## src/rtl/bus_seq_unlock_pkg.sv

```systemverilog
// bus_seq_unlock_pkg: FSM state encodings, LFSR taps, default key/window constants, key symbol unpacker
package bus_seq_unlock_pkg;
    localparam logic [1:0] S_LOCKED = 2'd0;
    localparam logic [1:0] S_ARMING = 2'd1;
    localparam logic [1:0] S_OPEN   = 2'd2;
    localparam logic [7:0] LFSR_TAPS   = 8'hB8;
    localparam logic [23:0] DEF_KEY_SEQ = 24'hA5C396;
    localparam logic [1:0]  DEF_WIN_VAL = 2'b01;
    function automatic logic [7:0] key_sym(input logic [127:0] seq, input int len, input int kw, input int idx);
        logic [127:0] s;
        logic [8:0] m;
        s = seq >> (kw * (len - 1 - idx));
        m = (9'd1 << kw) - 9'd1;
        return s[7:0] & m[7:0];
    endfunction
endpackage

```

## src/rtl/bus_seq_unlock_lfsr.sv

```systemverilog
// resp_lfsr: 8-bit Fibonacci LFSR, left shifting; i_load reloads SEED, i_step advances once, o_q current value
module resp_lfsr
    import bus_seq_unlock_pkg::*;
#(
    parameter logic [7:0] SEED = 8'hB4
) (
    input  logic       clk,
    input  logic       rst_n,
    input  logic       i_load,
    input  logic       i_step,
    output logic [7:0] o_q
);
    logic [7:0] r_q;
    always_ff @(posedge clk or negedge rst_n)
        if (!rst_n)      r_q <= SEED;
        else if (i_load) r_q <= SEED;
        else if (i_step) r_q <= {r_q[6:0], ^(r_q & LFSR_TAPS)};
    assign o_q = r_q;
endmodule

```

## src/rtl/bus_seq_unlock.sv

```systemverilog
// bus_seq_unlock: snoops window reads for a key sequence, then answers window reads with LFSR bits
// ports: clk/rst_n, bus_valid/bus_sel_n/bus_addr/bus_rd host access; rd_data/rd_oe response; unlocked, key_idx status
module bus_seq_unlock
    import bus_seq_unlock_pkg::*;
#(
    parameter int          ADDR_W     = 16,
    parameter int          WIN_HI     = 13,
    parameter int          WIN_LO     = 12,
    parameter              WIN_VAL    = DEF_WIN_VAL,
    parameter int          NIB_LO     = 4,
    parameter int          KEY_W      = 4,
    parameter int          KEY_LEN    = 6,
    parameter              KEY_SEQ    = DEF_KEY_SEQ,
    parameter logic [KEY_W-1:0] RELOCK_SYM = 4'hF,
    parameter int          RESP_W     = 1,
    parameter logic [7:0]  LFSR_SEED  = 8'hB4,
    parameter int          TIMEOUT    = 255,
    parameter bit          LOCK_ON_WR = 1'b1
) (
    input  logic              clk,
    input  logic              rst_n,
    input  logic              bus_valid,
    input  logic              bus_sel_n,
    input  logic [ADDR_W-1:0] bus_addr,
    input  logic              bus_rd,
    output logic [RESP_W-1:0] rd_data,
    output logic              rd_oe,
    output logic              unlocked,
    output logic [3:0]        key_idx
);
    localparam int CNT_W = $clog2(TIMEOUT + 1);
    localparam int WIN_W = WIN_HI - WIN_LO + 1;
    localparam logic [127:0] KEY_ALL = 128'(KEY_SEQ);
    if (KEY_LEN * KEY_W != $bits(KEY_SEQ)) begin : g_bad_key_bits
        $fatal(1, "KEY_SEQ width does not match KEY_LEN*KEY_W");
    end
    if (KEY_LEN < 2 || KEY_LEN > 16) begin : g_bad_key_len
        $fatal(1, "KEY_LEN out of range 2..16");
    end
    if (LFSR_SEED == 8'h00) begin : g_bad_seed
        $fatal(1, "LFSR_SEED must be non-zero");
    end
    logic [1:0]        r_state, w_state_n;
    logic [3:0]        r_idx, w_idx_n;
    logic [CNT_W-1:0]  r_cnt, w_cnt_n;
    logic              r_rd_oe, r_unlocked;
    logic [RESP_W-1:0] r_rd_data;
    logic              w_hit, w_rd, w_wr, w_load, w_resp;
    logic [KEY_W-1:0]  w_sym, w_key_cur, w_key0;
    logic [7:0]        w_lfsr;
    assign w_hit     = bus_valid & ~bus_sel_n & (bus_addr[WIN_HI:WIN_LO] == WIN_W'(WIN_VAL));
    assign w_rd      = w_hit & bus_rd;
    assign w_wr      = w_hit & ~bus_rd;
    assign w_sym     = bus_addr[NIB_LO+KEY_W-1:NIB_LO];
    assign w_key_cur = KEY_W'(key_sym(KEY_ALL, KEY_LEN, KEY_W, int'(r_idx)));
    assign w_key0    = KEY_W'(key_sym(KEY_ALL, KEY_LEN, KEY_W, 0));
    always_comb begin
        w_state_n = r_state;
        w_idx_n   = r_idx;
        w_cnt_n   = w_hit ? '0 : r_cnt;
        w_load    = 1'b0;
        w_resp    = 1'b0;
        if (w_wr && LOCK_ON_WR) begin
            w_state_n = S_LOCKED;
            w_idx_n   = 4'd0;
        end else if (w_rd && r_state == S_OPEN) begin
            w_state_n = (w_sym == RELOCK_SYM) ? S_LOCKED : S_OPEN;
            w_resp    = (w_sym != RELOCK_SYM);
        end else if (w_rd) begin
            // a wrong symbol that is itself the first key symbol restarts at step 1
            if (w_sym == w_key_cur && r_idx == 4'(KEY_LEN - 1)) begin
                w_state_n = S_OPEN;
                w_idx_n   = 4'd0;
                w_load    = 1'b1;
            end else if (w_sym == w_key_cur) begin
                w_state_n = S_ARMING;
                w_idx_n   = r_idx + 4'd1;
            end else begin
                w_state_n = (w_sym == w_key0) ? S_ARMING : S_LOCKED;
                w_idx_n   = (w_sym == w_key0) ? 4'd1 : 4'd0;
            end
        end else if (!w_hit && r_state == S_ARMING) begin
            // the TIMEOUT-th consecutive idle cycle drops the partial sequence
            w_state_n = (r_cnt >= CNT_W'(TIMEOUT - 1)) ? S_LOCKED : S_ARMING;
            w_idx_n   = (r_cnt >= CNT_W'(TIMEOUT - 1)) ? 4'd0 : r_idx;
            w_cnt_n   = (r_cnt >= CNT_W'(TIMEOUT - 1)) ? '0 : r_cnt + CNT_W'(1);
        end
    end
    always_ff @(posedge clk or negedge rst_n)
        if (!rst_n) begin
            r_state    <= S_LOCKED;
            r_idx      <= 4'd0;
            r_cnt      <= '0;
            r_rd_oe    <= 1'b0;
            r_rd_data  <= '0;
            r_unlocked <= 1'b0;
        end else begin
            r_state    <= w_state_n;
            r_idx      <= w_idx_n;
            r_cnt      <= w_cnt_n;
            r_rd_oe    <= w_resp;
            r_unlocked <= (w_state_n == S_OPEN);
            if (w_resp) r_rd_data <= w_lfsr[RESP_W-1:0];
        end
    resp_lfsr #(.SEED(LFSR_SEED)) u_lfsr (
        .clk    (clk),
        .rst_n  (rst_n),
        .i_load (w_load),
        .i_step (w_resp),
        .o_q    (w_lfsr)
    );
    assign rd_data  = r_rd_data;
    assign rd_oe    = r_rd_oe;
    assign unlocked = r_unlocked;
    assign key_idx  = r_idx;
endmodule

```

## config.mk

```make
export PLATFORM = sky130hd
export DESIGN_NAME = bus_seq_unlock
export DESIGN_NICKNAME = d
export VERILOG_FILES = /design/src/rtl/bus_seq_unlock_pkg.sv /design/src/rtl/bus_seq_unlock_lfsr.sv /design/src/rtl/bus_seq_unlock.sv
export SDC_FILE = /design/constraint.sdc
export NUM_CORES = 1
export LEC_CHECK = 0
export ABC_AREA = 1
export CAP_MARGIN = 20
export CORE_ASPECT_RATIO = 0.9
export CORE_MARGIN = 4
export CORE_UTILIZATION = 55
export CTS_BUF_LIST = sky130_fd_sc_hd__clkbuf_2 sky130_fd_sc_hd__clkbuf_4 sky130_fd_sc_hd__clkbuf_8
export DETAILED_ROUTE_END_ITERATION = 7
export GPL_ROUTABILITY_DRIVEN = 1
export PLACE_DENSITY = 0.82
export RECOVER_POWER = 25
export SYNTH_ARGS = -nofsm -noshare
export SYNTH_HDL_FRONTEND = slang
export SYNTH_HIERARCHICAL = 1
export SYNTH_SLANG_ARGS = --single-unit
export TNS_END_PERCENT = 10
```

## constraint.sdc

```tcl
create_clock -name clk -period 2.7 [get_ports clk]
set_input_delay 0.54 -clock clk [delete_from_list [all_inputs] [get_ports clk]]
set_output_delay 0.54 -clock clk [all_outputs]
set_load 0.02 [all_outputs]
```

==> results.cfg <==
[synth]
synth_nets = 242
synth.yosys.warnings = 6
synth_top_family_by_area = simple AND/OR/NAND/NOR gates
ys_ff_latch = 25
synth_seq_area_share_pct = 37.7
postSynthAreaPerCell_sq_um = 7.79
syn_inst = 215
yosys.area_share.xor_xnor_pct = 2.09
synth_compound_area_share_pct = 10.9
netlist_area_sq_mm = 0.00167
muxShareOfSynthArea_pct = 0
synth_fa_ha_area_share_pct = 4.48
synth-simple-area-share_pct = 35.1
synth_cell_type_count = 35

[clocking]
cts.sinks = 25
clkTransAtPathRegs_ns = 0.13
cts_buffer_depth = 2
numCtsBuffers = 3
cts-root-buf = clkbuf_4
cts_tree = done
worstSkewPairLatency_ns = 0.31
cts_resized = 0
postCtsSetupBuffers = 0
h-tree-depth = 1
cts_hold_buf = 0

[power]
p_seq_share_pct = 51.0
comb_power_share_pct = 32.0
p_int_mw = 0.662
total_power_mw = 1.02
max-vdd-ir-drop_uv = 441
switching_power_mw = 0.360
p_per_area_mw_per_mm2 = 529
p_leak_nw = 0.966
swShare_pct = 35.2
p_clk_share_pct = 17.1

[timing]
setup_tns_ns = 0
fin_crit_ns = 2.37
fin_ws_ns = 0.330
fmax_mhz = 422
fin_skew_ns = 0.00689
drv_slew = 0
tightest_slew_ns = 1.30
fin_hold_ws_ns = 0.499
rsz0062_at_grt = no
setup_violations = 0
slew_headroom_pct = 13.2
final_hold_viol_count = 0
fin_crit_sh_pct = 87.8

[cells_and_area]
nets = 266
drive_above_1_share_pct = 18.9
n_fill_cell = 230
n_antenna_cell = 0
final_area_sq_mm = 0.00193
syn_to_final_growth_pct = 15.4
fin_cells = 278
final_util_pct = 68.1

[global_route]
grt_max_degree = 26
overflow = 0
grt_pass1_vias = 1277
grt_pass1_wl_um = 5620
antenna_found_initial = 0
grtUsageTotal_pct = 18.1

[place]
dp_worst_setup_slack_ns = 0.328
dpl.cell_count = 274
place.gp.congestion = 0.877
hpwl_um = 2500
port_buffers = 17
placed_area_sq_mm = 0.00191

[min_path]
hold_path_depth = 2
worstHoldEndpoint = rd_data
worstHoldStart = rd_data
min_path_type = reg2reg

[status]
outcome = finished clean

[setup_path]
r2r-end = u_lfsr/o_q[1]
r2r-start = key_idx[1]
r2r_cells = 14
cp-end-kind = flop
arrival_ns = 2.58
cp-start-kind = flop
worstPathMaxFanout = 8
crit_required_ns = 2.91
critPathKind = reg2reg
rrSetupSlack_ns = 0.33

[route]
vias_per_cell = 5.06
avgRoutedWirePerCell_um = 11.5
ant_nets = 0
dr_total_vias = 1407
drtIter0Drc = 112
route.detailed.drc = 0
firstDrtPassIters = 4
wl_um = 3210

[floorplanning]
die_x_um = 66.2
row_count = 18
coreArea_sq_mm = 0.00284
start_util_pct = 59.0
die_area_sq_mm = 0.00399
ios = 28
die_h_um = 60.3

[run]
drv_cap = 0
-- layer usage --
layer	wire length, um	vias up	global-route usage (%)
met5	0	-	0
met3	113	2	3.33
met1	1600	643	26.5
met2	1480	20	28.0
li1	-	742	-
met4	19	0	4.35
-- logic make-up (layout without fill, tap and decap cells) --
logic type | after synthesis | in the layout
buffers and inverters | 39 | 62
AO/OA/AOI/OAI | 29 | 29
adder cells (fa/ha/maj) | 6 | 6
AND/OR/NAND/NOR | 112 | 112
flip-flops | 25 | 25
XOR/XNOR | 4 | 4
-- layout make-up --
type | count | area [sq um] | share of cell area [%]
Tap cell | 40 | 50.0 | 2.59
Clock buffer | 4 | 30.0 | 1.55
Inverter | 36 | 138 | 7.12
Sequential cell | 25 | 631 | 32.6
Multi-Input combinational cell | 151 | 880 | 45.5
Timing Repair Buffer | 22 | 204 | 10.6
-- registers in the layout, summed over array words and instances, names as in the netlist --
name / cells
unlocked: 1
rd_data: 1
rd_oe: 1
r_cnt: 8
key_idx: 4
r_state: 2
u_lfsr/o_q: 8
-- power by group through the flow --
stage          clock network (mW)  logic [mW]  registers, mW
6_report                    0.174       0.326          0.521
5_1_grt                     0.200       0.372          0.532
4_1_cts                     0.182       0.329          0.520
3_5_place_dp                    0       0.328          0.527
3_3_place_gp                    0       0.319          0.523
2_1_floorplan                   0       0.237          0.523
-- cell usage after synthesis, drive strengths merged --
library cell,instances,area (sq um)
o21ai,8,47.6
or2,1,6.26
nor2,23,141
ha,6,75.1
nand4,4,25.0
o21a,2,15.0
dfrtp,21,526
nor4,2,27.5
xor2,3,26.3
a31oi,1,6.26
nor3,1,5.00
nor3b,1,7.51
o22ai,3,18.8
a21oi,11,62.6
nand2,57,239
clkbuf,1,3.75
o31ai,2,15.0
inv,36,138
a22o,1,8.76
xnor2,1,8.76
nand3,23,135
dfstp,4,105
o41ai,1,8.76
buf,2,22.5
-- worst max-delay path by stage --
stage	startpoint	to	slack, ns	cells after the start
5_1_grt	key_idx[1]	u_lfsr/o_q[1]	0.17	14
4_1_cts	key_idx[1]	u_lfsr/o_q[1]	0.36	14
3_3_place_gp	bus_sel_n	unlocked	0.33	12
2_1_floorplan	key_idx[1]	u_lfsr/o_q[1]	0.40	13
6_report	key_idx[1]	u_lfsr/o_q[1]	0.33	14
3_5_place_dp	bus_sel_n	u_lfsr/o_q[3]	0.33	12
-- critical path, stage by stage (launching register included) --
cell     delay [ns]
dfrtp_1        0.54
inv_2          0.10
ha_1           0.38
nor2_1         0.13
nand3_1        0.07
nand2_1        0.10
nand2_1        0.06
nand2_1        0.05
nand2_1        0.06
nor2_2         0.11
nand3_2        0.11
nor2_1         0.11
buf_4          0.16
nor2_2         0.07
a22o_1         0.22
-- layout by cell type, fill, tap and decap left out, types with 2 or more instances in the layout --
cell             count
nand4_1              4
nor2_2               6
nor2_8               2
buf_4                4
nand2_1             51
o31ai_1              2
clkbuf_4             4
ha_1                 6
clkdlybuf4s50_1     16
nand2_4              2
nand3_2              4
xor2_1               3
nand2_2              4
o21ai_2              2
inv_1               28
a21oi_1              9
o22ai_1              3
nand3_1             19
dfrtp_1             21
o21ai_0              6
inv_2                7
o21a_1               2
a21oi_2              2
nor2_1              14
dfstp_2              4
Power figures use the tool's default switching activity.
